===== config.mk =====
export PLATFORM = sky130hd
export DESIGN_NAME = reg_file_2r1w
export DESIGN_NICKNAME = d
export VERILOG_FILES = /design/src/rtl/reg_file_2r1w.sv
export SDC_FILE = /design/constraint.sdc
export NUM_CORES = 1
export LEC_CHECK = 0
export ABC_AREA = 1
export BUFFER_PORTS_ARGS = -buffer_cell sky130_fd_sc_hd__buf_4
export CAP_MARGIN = 10
export CORE_UTILIZATION = 40
export CTS_CLUSTER_SIZE = 30
export DETAILED_ROUTE_END_ITERATION = 7
export MAX_ROUTING_LAYER = met4
export PLACE_DENSITY = 0.64
export SLEW_MARGIN = 30
export SYNTH_ARGS = -nofsm -noshare
export SYNTH_HDL_FRONTEND = slang
export SYNTH_SLANG_ARGS = --single-unit

===== constraint.sdc =====
create_clock -name clk -period 2.4 [get_ports clk]
set_input_delay 0.12 -clock clk [delete_from_list [all_inputs] [get_ports clk]]
set_output_delay 0.12 -clock clk [all_outputs]
set_load 0.005 [all_outputs]

===== src/rtl/reg_file_2r1w.sv =====
// Two-read/one-write register file: registered reads with write-to-read bypass,
// optional hard-wired-zero r0, and a scrub engine that zeroes every entry.
module reg_file_2r1w #(
   parameter int unsigned DATA_W  = 16,
   parameter int unsigned DEPTH   = 16,
   parameter bit          ZERO_R0 = 1'b0,
   localparam int unsigned ADDR_W = $clog2(DEPTH)
) (
   input  logic              clk,
   input  logic              reset,
   input  logic              clr_req,
   output logic              busy,
   input  logic              we,
   input  logic [ADDR_W-1:0] wr_addr,
   input  logic [DATA_W-1:0] wr_data,
   input  logic [ADDR_W-1:0] rd_addr_a,
   input  logic [ADDR_W-1:0] rd_addr_b,
   output logic [DATA_W-1:0] rd_data_a,
   output logic [DATA_W-1:0] rd_data_b
);

   localparam logic [ADDR_W:0]   DEPTH_X = (ADDR_W+1)'(DEPTH);
   localparam logic [ADDR_W-1:0] LAST    = ADDR_W'(DEPTH - 1);

   typedef enum logic {IDLE, SCRUB} state_t;

   state_t            state_q, state_d;
   logic [ADDR_W-1:0] ptr_q, ptr_d;
   logic [DATA_W-1:0] mem [DEPTH];
   logic              wr_ok;
   logic              rd_ok_a, rd_ok_b;

   assign busy = (state_q == SCRUB);

   // A same-cycle clr_req in IDLE takes priority, so the write is dropped.
   assign wr_ok = we && !busy && !reset && !clr_req
                  && ({1'b0, wr_addr} < DEPTH_X)
                  && !(ZERO_R0 && (wr_addr == '0));

   assign rd_ok_a = ({1'b0, rd_addr_a} < DEPTH_X) && !(ZERO_R0 && (rd_addr_a == '0));
   assign rd_ok_b = ({1'b0, rd_addr_b} < DEPTH_X) && !(ZERO_R0 && (rd_addr_b == '0));

   always_comb begin
      state_d = state_q;
      ptr_d   = ptr_q;
      unique case (state_q)
         IDLE: begin
            if (clr_req) begin
               state_d = SCRUB;
               ptr_d   = '0;
            end
         end
         SCRUB: begin
            if (ptr_q == LAST) begin
               state_d = IDLE;
               ptr_d   = '0;
            end else begin
               ptr_d = ptr_q + 1'b1;
            end
         end
         default: begin
            state_d = SCRUB;
            ptr_d   = '0;
         end
      endcase
   end

   always_ff @(posedge clk) begin
      if (reset) begin
         state_q <= SCRUB;
         ptr_q   <= '0;
      end else begin
         state_q <= state_d;
         ptr_q   <= ptr_d;
      end
   end

   // Storage deliberately has no reset so it can map onto distributed RAM.
   always_ff @(posedge clk) begin
      if (busy)
         mem[ptr_q] <= '0;
      else if (wr_ok)
         mem[wr_addr] <= wr_data;
   end

   always_ff @(posedge clk) begin
      if (reset || busy) begin
         rd_data_a <= '0;
         rd_data_b <= '0;
      end else begin
         if (!rd_ok_a)
            rd_data_a <= '0;
         else if (wr_ok && (wr_addr == rd_addr_a))
            rd_data_a <= wr_data;
         else
            rd_data_a <= mem[rd_addr_a];

         if (!rd_ok_b)
            rd_data_b <= '0;
         else if (wr_ok && (wr_addr == rd_addr_b))
            rd_data_b <= wr_data;
         else
            rd_data_b <= mem[rd_addr_b];
      end
   end

endmodule

==> flow_metrics.py <==
metrics = {
    "status": {
        "status": "complete, but fails checks",
        "violations": "design-rule violations",
    },
    "sta": {
        "finalHoldViolations": 0,
        "slew-limit-headroom": 0.558,
        "fin_worst_skew_ps": 13.9,
        "fin_tns_setup_ps": 0,
        "worst_pin_slew_ps": 662,
        "hold_slack_ps": 119,
        "fmax_mhz": 469,
        "min_period_ps": 2130,
        "slew_violations": 0,
        "setup_viol": 0,
        "timing.final.crit_share": 0.888,
        "rsz0062_at_grt": "no",
    },
    "setup_path": {
        "cp-end-kind": "register",
        "crit_start": "busy",
        "r2r_start": "busy",
        "cp_top_family": "simple AND/OR/NAND/NOR gates",
        "arrival_ps": 2360,
        "slowest_delay_ps": 330,
        "crit_fanout": 17,
        "slowest_stage": "dfxtp_1",
        "path_cells": "nor2_4 -> nand2_4 -> nand2_1 -> nand2_1 -> inv_1 -> nand3_1 -> nor2_2 -> buf_4",
        "crit_required_ps": 2630,
        "critPathKind": "register to register",
        "start_kind": "register",
        "crit_top_cell": "nand2_1",
        "path_buf_inv": 2,
    },
    "global_routing": {
        "grt-ovfl-total": 0,
        "grt_pass1_vias": 11762,
        "track_usage": 0.235,
        "grt_max_degree": 85,
        "grt_pass1_wl_um": 66300,
        "antenna_found_initial": 0,
    },
    "detailed_routing": {
        "wl_um": 42500,
        "vias": 12038,
        "drtIter0Drc": 1238,
        "drc": 2,
        "wl_per_cell_um": 19.6,
        "avgViaCountPerCell": 5.56,
        "drtAntennaViolNets": 0,
        "first_pass_iters": 8,
    },
    "yosys": {
        "yosysWarnings": 0,
        "seq_area_frac_synth": 0.576,
        "syn_nets": 1643,
        "synth_area_um2": 14600,
        "syn_inst": 1610,
        "avgSynthCellArea_um2": 9.09,
        "synth_seq_cells": 293,
        "synth_cell_type_count": 32,
    },
    "clock_tree": {
        "numCtsBuffers": 30,
        "post_cts_buffers": 0,
        "cts_root_buffer": "clkbuf_16",
        "clkSlewWorstSetupHoldPaths_ps": 60,
        "insertion_delay_ps": 560,
        "cts.sinks": 293,
        "clockBufferDepth": 3,
        "cts_tree": "yes",
        "h-tree-depth": 1,
    },
    "floorplan": {
        "start_util": 0.409,
        "core_um2": 35800,
        "io_pins": 65,
        "dieArea_um2": 37400,
        "fp.dieW_um": 193,
        "die_h_um": 193,
        "rows": 69,
    },
    "pwr": {
        "leakage_nw": 7.05,
        "power.density_nw_per_um2": 674,
        "ir_worst_vdd_mv": 0.512,
    },
    "final_layout": {
        "final_common_cell": "nand2_1",
        "drive_gt1_frac": 0.137,
        "layout_common_cells": "nand2_1 (369), edfxtp_1 (256), nand3_1 (193)",
        "utilization": 0.476,
        "area_delta_synth_final_pct": 16.4,
        "antenna_cells": 0,
        "final_nets": 1714,
    },
    "placement": {
        "place.gp.congestion": 0.918,
        "io_buffers": 64,
        "hpwl_um": 27400,
    },
    "worst_hold_path": {
        "worstHoldPathType": "input pin to register",
        "min_from": "wr_data[0]",
    },
    "run": {
        "drv_cap": 0,
    },
}
[worst paths after layout]
kind                end  slack, ps  depth (start not counted)
max          mem[13][6]        270                          8
min           mem[3][0]        120                          4
max reg2reg  mem[13][6]        270                          8
min reg2reg    ptr_q[0]        560                          2
[registers in the layout, indices dropped and copies added, names as in the netlist]
name,flops
mem,256
rd_data_a,16
rd_data_b,16
ptr_q,4
busy,1
[per-stage QoR]
step | std cells | power (W) | area (µm²) | setup WS [ps]
after floorplan | 1610 | 0.00647 | 14600 | 204
final | 2165 | 0.0115 | 17000 | 268
after global routing | 2165 | 0.0119 | 17000 | 138
after detailed placement | 2099 | 0.00689 | 15900 | 324
after global placement | 2099 | 0.00686 | 15900 | 351
after CTS | 2165 | 0.0115 | 17000 | 284
[layer usage]
metal | vias to the layer above | share of wire | track usage
li1 | 5698 | - | -
met1 | 5651 | 0.41 | 0.305
met2 | 576 | 0.47 | 0.373
met3 | 113 | 0.078 | 0.0289
met4 | 0 | 0.043 | 0.0960
met5 | - | 0 | -
[kinds of logic (layout without fill, tap and decap cells)]
family,after synthesis,in the layout,share of synthesized area
adders and majority gates,1,1,0.000854
xor gates and xnor gates,1,1,0.000598
buffers and inverters,287,381,0.0775
AOI/OAI and AO/OA,330,330,0.140
and+or+nand+nor,698,698,0.206
DFF,293,293,0.576
[synthesized netlist by cell type]
cell type / count / area share
clkbuf_1: 71 / 0.018
dfxtp_1: 37 / 0.051
nor2_8: 2 / 0.0027
xor2_1: 1 / 0.00060
buf_1: 16 / 0.0041
nor3_1: 1 / 0.00034
nand4_1: 8 / 0.0034
o211ai_1: 156 / 0.080
inv_1: 168 / 0.043
ha_1: 1 / 0.00085
buf_4: 1 / 0.00051
o21a_1: 1 / 0.00051
nand3_2: 1 / 0.00068
edfxtp_1: 256 / 0.53
nand3_4: 1 / 0.0012
buf_2: 22 / 0.0075
nand3_1: 193 / 0.066
nand2_2: 3 / 0.0013
nor2_1: 103 / 0.026
buf_6: 3 / 0.0023
nor2_2: 1 / 0.00043
nor2_4: 3 / 0.0023
nand2_4: 1 / 0.00077
a21oi_1: 88 / 0.030
o21ai_0: 84 / 0.029
inv_2: 3 / 0.00077
clkbuf_4: 1 / 0.00051
nand3b_2: 1 / 0.00077
or2_2: 11 / 0.0047
clkinv_1: 2 / 0.00051
a211oi_1: 1 / 0.00051
nand2_1: 369 / 0.095
[worst reg2reg max path: stages (launching register included)]
cell and delay [ps]:
dfxtp_1 330, nor2_4 260, nand2_4 190, nand2_1 130
nand2_1 130, inv_1 110, nand3_1 200, nor2_2 140
buf_4 310
[what timing repair did]
item,in CTS,in global routing
gates resized for setup,0,0
endpoints found under the hold margin,14,0
hold buffers,11,0
[power by group]
group	leakage, nW	internal, W	switching [W]
clock	0.494	0.00270	0.00197
sequential	2.87	0.00558	0.0000399
combinational	3.69	0.000392	0.000805
[area by class of cell]
| cell class | count | area (µm²) |
|---|---|---|
| clock buffer | 42 | 898 |
| multi-input combinational | 1030 | 5120 |
| fill | 3260 | 18800 |
| inverter | 173 | 649 |
| clock inverter | 13 | 88.8 |
| timing repair buffer | 153 | 1280 |
| sequential | 293 | 8430 |
| tap | 461 | 577 |
No activity file was read; power rests on OpenSTA's default activity.
